## src/rtl/oam_frame_scheduler.sv

```systemverilog
// Per-frame sequencer: movement tick, settle wait, object-state snapshot, then stream snapshot to OAM slots.
// Latency: frame_start at edge E0 -> TICK cycle 1, SNAP cycle 2+SETTLE_CYC, writes from 3+SETTLE_CYC, frame_done after last write.
// Backpressure: oam_valid holds with stable addr/data until oam_ready; only reset can drop a pending write.
module oam_frame_scheduler #(
  parameter int N_OBJ      = 8,
  parameter int ADDR_W     = 3,
  parameter int MOVE_DIV   = 4,
  parameter int SETTLE_CYC = 2
) (
  input  logic                  clk,
  input  logic                  reset,
  input  logic                  frame_start,
  input  logic                  enable,
  input  logic [32*N_OBJ-1:0]   obj_state,
  input  logic [N_OBJ-1:0]      obj_mask,
  output logic                  move_tick,
  output logic                  oam_valid,
  input  logic                  oam_ready,
  output logic [ADDR_W-1:0]     oam_addr,
  output logic [31:0]           oam_data,
  output logic                  busy,
  output logic                  frame_done,
  output logic                  overrun
);

  localparam int FC_W = (MOVE_DIV > 1) ? $clog2(MOVE_DIV) : 1;
  localparam int SC_W = (SETTLE_CYC > 1) ? $clog2(SETTLE_CYC) : 1;
  localparam logic [FC_W-1:0]   DIV_LAST    = FC_W'(MOVE_DIV - 1);
  localparam logic [SC_W-1:0]   SETTLE_LAST = SC_W'(SETTLE_CYC - 1);
  localparam logic [ADDR_W-1:0] IDX_LAST    = ADDR_W'(N_OBJ - 1);

  typedef enum logic [2:0] {
    IDLE   = 3'd0,
    TICK   = 3'd1,
    SETTLE = 3'd2,
    SNAP   = 3'd3,
    COPY   = 3'd4,
    DONE   = 3'd5
  } state_t;

  state_t                    state;
  logic [FC_W-1:0]           frame_cnt;
  logic [SC_W-1:0]           settle_cnt;
  logic [ADDR_W-1:0]         idx;
  logic [N_OBJ-1:0][31:0]    snap_words;
  logic [N_OBJ-1:0]          snap_mask;

  // Sequencer: state, counters, snapshot and all registered strobes advance together.
  always_ff @(posedge clk or negedge reset) begin
    if (!reset) begin
      state      <= IDLE;
      frame_cnt  <= '0;
      settle_cnt <= '0;
      idx        <= '0;
      snap_words <= '0;
      snap_mask  <= '0;
      move_tick  <= 1'b0;
      oam_valid  <= 1'b0;
      busy       <= 1'b0;
      frame_done <= 1'b0;
      overrun    <= 1'b0;
    end else begin
      move_tick  <= 1'b0;
      frame_done <= 1'b0;
      // A frame_start while any frame is in flight (DONE included) is dropped but remembered.
      if (frame_start && (state != IDLE)) begin
        overrun <= 1'b1;
      end
      case (state)
        IDLE: begin
          if (frame_start) begin
            state <= TICK;
            busy  <= 1'b1;
            // Tick strobe is registered here so it is visible during the TICK cycle.
            if (enable) begin
              move_tick <= (frame_cnt == DIV_LAST);
              frame_cnt <= (frame_cnt == DIV_LAST) ? '0 : frame_cnt + 1'b1;
            end
          end
        end
        TICK: begin
          state      <= SETTLE;
          settle_cnt <= '0;
        end
        SETTLE: begin
          if (settle_cnt == SETTLE_LAST) begin
            state <= SNAP;
          end else begin
            settle_cnt <= settle_cnt + 1'b1;
          end
        end
        SNAP: begin
          snap_words <= obj_state;
          snap_mask  <= obj_mask;
          idx        <= '0;
          oam_valid  <= 1'b1;
          state      <= COPY;
        end
        COPY: begin
          if (oam_ready) begin
            if (idx == IDX_LAST) begin
              // Park idx at 0 so oam_addr reads 0 outside the copy phase.
              idx        <= '0;
              oam_valid  <= 1'b0;
              frame_done <= 1'b1;
              state      <= DONE;
            end else begin
              idx <= idx + 1'b1;
            end
          end
        end
        DONE: begin
          busy  <= 1'b0;
          state <= IDLE;
        end
        default: begin
          busy      <= 1'b0;
          oam_valid <= 1'b0;
          state     <= IDLE;
        end
      endcase
    end
  end

  // Write port reflects the frozen snapshot; masked-out slots are written as zero.
  always_comb begin
    oam_addr = idx;
    oam_data = 32'h0;
    if (oam_valid && snap_mask[idx]) begin
      oam_data = snap_words[idx];
    end
  end

endmodule

```

## config.mk

```make
export PLATFORM = sky130hd
export DESIGN_NAME = oam_frame_scheduler
export DESIGN_NICKNAME = d
export VERILOG_FILES = /design/src/rtl/oam_frame_scheduler.sv
export SDC_FILE = /design/constraint.sdc
export NUM_CORES = 1
export LEC_CHECK = 0
export BUFFER_PORTS_ARGS = -buffer_cell sky130_fd_sc_hd__buf_2
export CAP_MARGIN = 30
export CELL_PAD_IN_SITES_DETAIL_PLACEMENT = 1
export CELL_PAD_IN_SITES_GLOBAL_PLACEMENT = 2
export CORE_MARGIN = 2
export CORE_UTILIZATION = 38
export CTS_CLUSTER_SIZE = 30
export DETAILED_ROUTE_END_ITERATION = 7
export PLACE_DENSITY = 0.82
export SETUP_SLACK_MARGIN = 0.5
export SYNTH_ARGS = -nofsm -noshare
export SYNTH_HDL_FRONTEND = slang
export SYNTH_SLANG_ARGS = --single-unit
```

## constraint.sdc

```tcl
create_clock -name clk -period 2.4 [get_ports clk]
set_clock_uncertainty 0.15 [all_clocks]
set_input_delay 0.12 -clock clk [delete_from_list [all_inputs] [get_ports clk]]
set_output_delay 0.12 -clock clk [all_outputs]
set_load 0.05 [all_outputs]
```

# Word-level counts from Yosys, hierarchy flattened
# Cells that the tools add are included.
[word_totals] word_cells=75 ff_bits=278 output_inout_bits=40
[op_classes] n_lt_le_gt_ge=1 reduce_logical=13 n_eq_ne=11 n_mux=27 bitwise=2 n_addsub=3
[op_table] cell="$bmux W32 S3" n=1
[op_table] cell="$mux W32" n=2
[op_table] cell="$mux W3" n=6
[op_table] cell="$pmux W3 S5" n=1
[op_table] cell="$mux W1" n=11
[op_table] cell="$eq A3 B3 Y1 const B" n=3
[op_table] cell="$ne A2 B2 Y1 const B" n=4
[op_table] cell="$reduce_or A4 Y1" n=2
[op_table] cell="$eq A3 B2 Y1 const B" n=2
[op_table] cell="$pmux W3 S2" n=1
[op_table] cell="$reduce_and A3 Y1" n=2
[op_table] cell="$lt A3 B4 Y1 const B" n=1
[op_table] cell="$pmux W1 S2" n=2
[op_table] cell="$reduce_and A2 Y1" n=2
[op_table] cell="$reduce_and A4 Y1" n=1
[op_table] cell="$reduce_bool A2 Y1" n=2
[op_table] cell="$add A3 B1 Y3 const B" n=1
[op_table] cell="$bmux W1 S3" n=1
[op_table] cell="$eq A3 B1 Y1 const B" n=1
[op_table] cell="$logic_not A3 Y1" n=1
[op_table] cell="$pmux W1 S3" n=1
[op_table] cell="$reduce_bool A3 Y1" n=1
[op_table] cell="$add A2 B1 Y2 const B" n=1
[op_table] cell="$eq A2 B2 Y1 const B" n=1
[op_table] cell="4 further kinds" n=6

# Depth between registers and ports, before layout
[depth] depth_word=4 mapped_depth=7 mapped_depth_nobuf=5

# Least setup slack after synthesis
# OpenSTA, ideal clock, no wires.
[synth_timing] kind="register to output" start="reg idx[0] (netlist: oam_addr[0])" end="out oam_data[10]" required_ns=2.130 arrival_time_ns=2.515 path_buffers=3 path_stages_with_launch=7 path_slack_ns=-0.385 cell_sequence="dfrtp_1 > buf_6 > buf_12 > buf_6 > mux4_2 > mux2i_1 > nor3_1"
[synth_between] elab_chain_cells=4 word_cells_on_any_way=6 classes_between="5 x mux; 1 x reduce/logical"
[synth_lines] element="from (decl)" line="44" text="logic [ADDR_W-1:0] idx;"
[synth_lines] element="from (signal assigned)" line="108" text="idx <= idx + 1'b1;"
[synth_lines] element="$bmux W1 S3" line="129" text="if (oam_valid && snap_mask[idx]) begin"
[synth_lines] element="$mux W1 (implied by the code)" line="129"
[synth_lines] element="$logic_and A1 B1 Y1" line="129"
[synth_lines] element="$mux W32 *" line="129"
[synth_lines] element="to (decl)" line="20" text="output logic [31:0] oam_data,"
# Every way passes the cells marked *; elsewhere a longest branch is shown, timed or not. The select of a mux whose other input is x is not followed.

# Worst setup path after layout
[layout_timing] start="reg idx[0] (netlist: oam_addr[0])" end="out oam_data[29]"
# Same word-level chain as after synthesis.

==> results.json <==
{
  "synth_seq_area_share_pct": 54.3,
  "tns_ns": -4.24,
  "vias_per_cell": 5.11,
  "switching_share_pct": 37.7,
  "cpMaxStageDelayCell": "dfrtp_4",
  "place_hpwl_um": 25400,
  "vdd_drop_max_mv": 0.752,
  "pin_count": 309,
  "grt_pass1_vias": 11300,
  "finalCriticalPeriod_ns": 2.63,
  "start_util_pct": 38.4,
  "maxClockFrequency_ghz": 0.380,
  "gp_congestion": 0.832,
  "postRouteAntennaNets": 0,
  "clkTransAtPathRegs_ns": 0.05,
  "slew_headroom_pct": 70.8,
  "drive_gt1_share_pct": 59.1,
  "timing.max_cap.violations": 0,
  "synth.distinct_cells": 35,
  "intPower_uw": 18700,
  "io_buffers": 308,
  "htreeDepth": 2,
  "critPathMaxStageDelay_ns": 0.53,
  "drtIter0Drc": 416,
  "grt.overflow.total": 0,
  "multi_input_area_um2": 5950,
  "final-setup-viol-count": 32,
  "critical_path.top_delay_family": "multiplexers",
  "setup_slack_ns": -0.231,
  "die_h_um": 188,
  "cts_buffers": 34,
  "num_rows": 67,
  "clk_latency_ns": 0.50,
  "cp-start-kind": "register",
  "critPathKind": "register to primary output",
  "dp.cells": 1511,
  "p_switching_uw": 11400,
  "cp.buffers_inverters": 3,
  "ys_warn_count": 0,
  "power.density_nw_per_um2": 1480,
  "p_leak_uw": 0.00857,
  "max_slew.worst_pin.slew_ns": 0.437,
  "final_area_um2": 20300,
  "synth_cells": 777,
  "routedWlPerCell_um": 25.5,
  "numClockSinks": 278,
  "die_area_um2": 35200,
  "worst_hold_path_type": "primary input to async pin",
  "fp.coreArea_um2": 33400,
  "cts_tree": "built",
  "crit_chain": "buf_6, clkbuf_16, mux4_2, mux2i_2, nor3_4, buf_6",
  "layout.nets": 1676,
  "worstPathArrival_ns": 2.36,
  "reg2reg_from": "oam_addr[0]$_DFFE_PN0P_",
  "cts-root-buf": "clkbuf_16",
  "fin_crit_sh_pct": 110,
  "fin_cells": 1878,
  "drv_slew": 0,
  "ys_ff_latch": 278,
  "finalWirelength_um": 47900,
  "rsz0062_at_grt": "yes",
  "power_frac_clock_pct": 17.1,
  "seq_power_share_pct": 29.0,
  "crit_top_cell": "buf_6",
  "status": "finished, violations left",
  "ff_latch_area_um2": 6970,
  "grt_max_degree": 65,
  "die-width_um": 188,
  "place_area_um2": 15200,
  "finalPower_uw": 30100,
  "syn_nets": 1049,
  "worstPathMaxFanout": 6,
  "cp-end-kind": "primary output",
  "syn_to_final_growth_pct": 58.4,
  "violations": "negative setup slack",
  "final-hold-violation-count": 0,
  "synth_area_um2": 12800,
  "grtUsageTotal_pct": 26.7,
  "drc": 0,
  "cts_buffer_depth": 3,
  "cp.required_ns": 2.13,
  "vias": 9603,
  "n_fill_cell": 3111,
  "cp-startpoint": "oam_addr[0]$_DFFE_PN0P_",
  "first_pass_iters": 4,
  "antenna_found_initial": 6,
  "grt_pass1_wl_um": 70300,
  "dp_slack_ns": 0.243,
  "comb_power_share_pct": 53.9,
  "syn_avg_cell_area_um2": 16.5
}
==> registers in the layout (all words and copies together) (netlist names), 2 cells and up <==
signal	flops
snap_mask	8
oam_addr	3
frame_cnt	2
snap_words	256
state	3
==> area by class of cell <==
cell class	count	share of cell area (%)
well taps	448	2.76
diodes	6	0.0740
clock buffers	46	4.82
multi-input cells	439	29.3
repair buffers	649	28.0
clock inverters	10	0.635
inverters	2	0.0370
flip-flops and latches	278	34.3
==> final timing paths <==
path | slack [ns] | end | depth (start not counted)
max | -0.23 | oam_data[29] | 6
min | 0.10 | snap_words[118]$_DFFE_PN0P_ | 3
max reg2reg | 0.36 | state[0]$_DFFE_PN0P_ | 9
min reg2reg | 0.35 | overrun$_DFFE_PN0P_ | 1
max in group asynchronous | 1.54 | snap_words[14]$_DFFE_PN0P_ | 3
min in group clk | 0.24 | snap_words[27]$_DFFE_PN0P_ | 3
==> cells by family after synthesis <==
logic type,after synthesis,synth area share (%)
mux,367,37.7
flops,278,54.3
buf+inv,60,4.11
simple gates,52,2.52
compound gates,16,0.997
fa+ha+maj,3,0.293
xor+xnor,1,0.0684
==> Yosys cell counts (all sizes together) <==
library cell | n | area, um2
nor2 | 8 | 30.0
o21bai | 1 | 7.51
nand4bb | 1 | 11.3
xnor2 | 1 | 8.76
nand2b | 3 | 18.8
nor2b | 1 | 6.26
and3b | 1 | 8.76
a31oi | 1 | 6.26
mux2i | 33 | 330
o31ai | 2 | 28.8
a21o | 1 | 7.51
a21oi | 5 | 25.0
mux2 | 269 | 3030
and2 | 1 | 6.26
mux4 | 65 | 1460
nor3 | 33 | 220
o22a | 1 | 8.76
o22ai | 1 | 20.0
and4b | 1 | 10.0
ha | 3 | 37.5
a22o | 1 | 8.76
buf | 54 | 500
nand2 | 3 | 11.3
clkbuf | 4 | 18.8
dfrtp | 278 | 6960
o21ai | 3 | 15.0
inv | 2 | 7.51
==> power by group through the flow <==
stage                     logic [uW]  clock network, uW  registers (uW)
after global routing           17000               5430            8970
final                          16200               5150            8730
after CTS                      15100               5220            8550
after floorplan                 9860                  0            8020
after detailed placement       12100                  0            8600
after global placement         11800                  0            8460
==> worst reg2reg max path, stage by stage (launching register included) <==
cell       delay [ns]
dfrtp_4          0.56
buf_12           0.17
clkbuf_16        0.16
buf_4            0.14
buf_6            0.11
ha_1             0.19
ha_2             0.20
nand2_2          0.07
o22a_1           0.14
nor2_1           0.04
==> what timing repair did <==
item / CTS / global route
endpoints found under the hold margin: 552 / 0
hold buffers: 269 / 0
pin swaps: 6 / 7
cloned: 10 / 6
endpoints found under the setup margin: 195 / 140
setup buffers: 16 / 4
resized for setup: 124 / 33
==> per-layer routing <==
layer,share of wire (%),global-route usage [%]
met2,54,49.9
met5,0,0
met4,3.2,9.12
met3,5.1,4.94
met1,37,30.6
==> through the flow <==
| step | hold WS [ns] | util, % |
|---|---|---|
| floorplan | -0.326 | - |
| global placement | -0.144 | 45.7 |
| detailed placement | -0.147 | 45.7 |
| CTS | 0.0780 | 59.7 |
| global route | 0.107 | 60.8 |
| finish | 0.101 | 60.8 |
==> layout by cell type (no fill, tap or decap), types with 2 or more instances in the layout <==
master and n:
dfrtp_4 2, clkbuf_8 6, dfrtp_1 274, clkinv_2 6
buf_8 3, clkbuf_16 41, nor2_1 7, diode_2 6
buf_2 273, buf_4 21, nand2_1 2, bufinv_16 3
mux2_2 268, nor3_4 32, nand2b_1 3, dfrtp_2 2
buf_16 12, ha_1 2, mux2i_4 20, clkbuf_1 5
o21ai_0 3, buf_12 24, mux4_2 65, mux2i_2 12
dlygate4sd3_1 268, buf_6 42, a21oi_1 5
(Power assumes the default switching activity.)
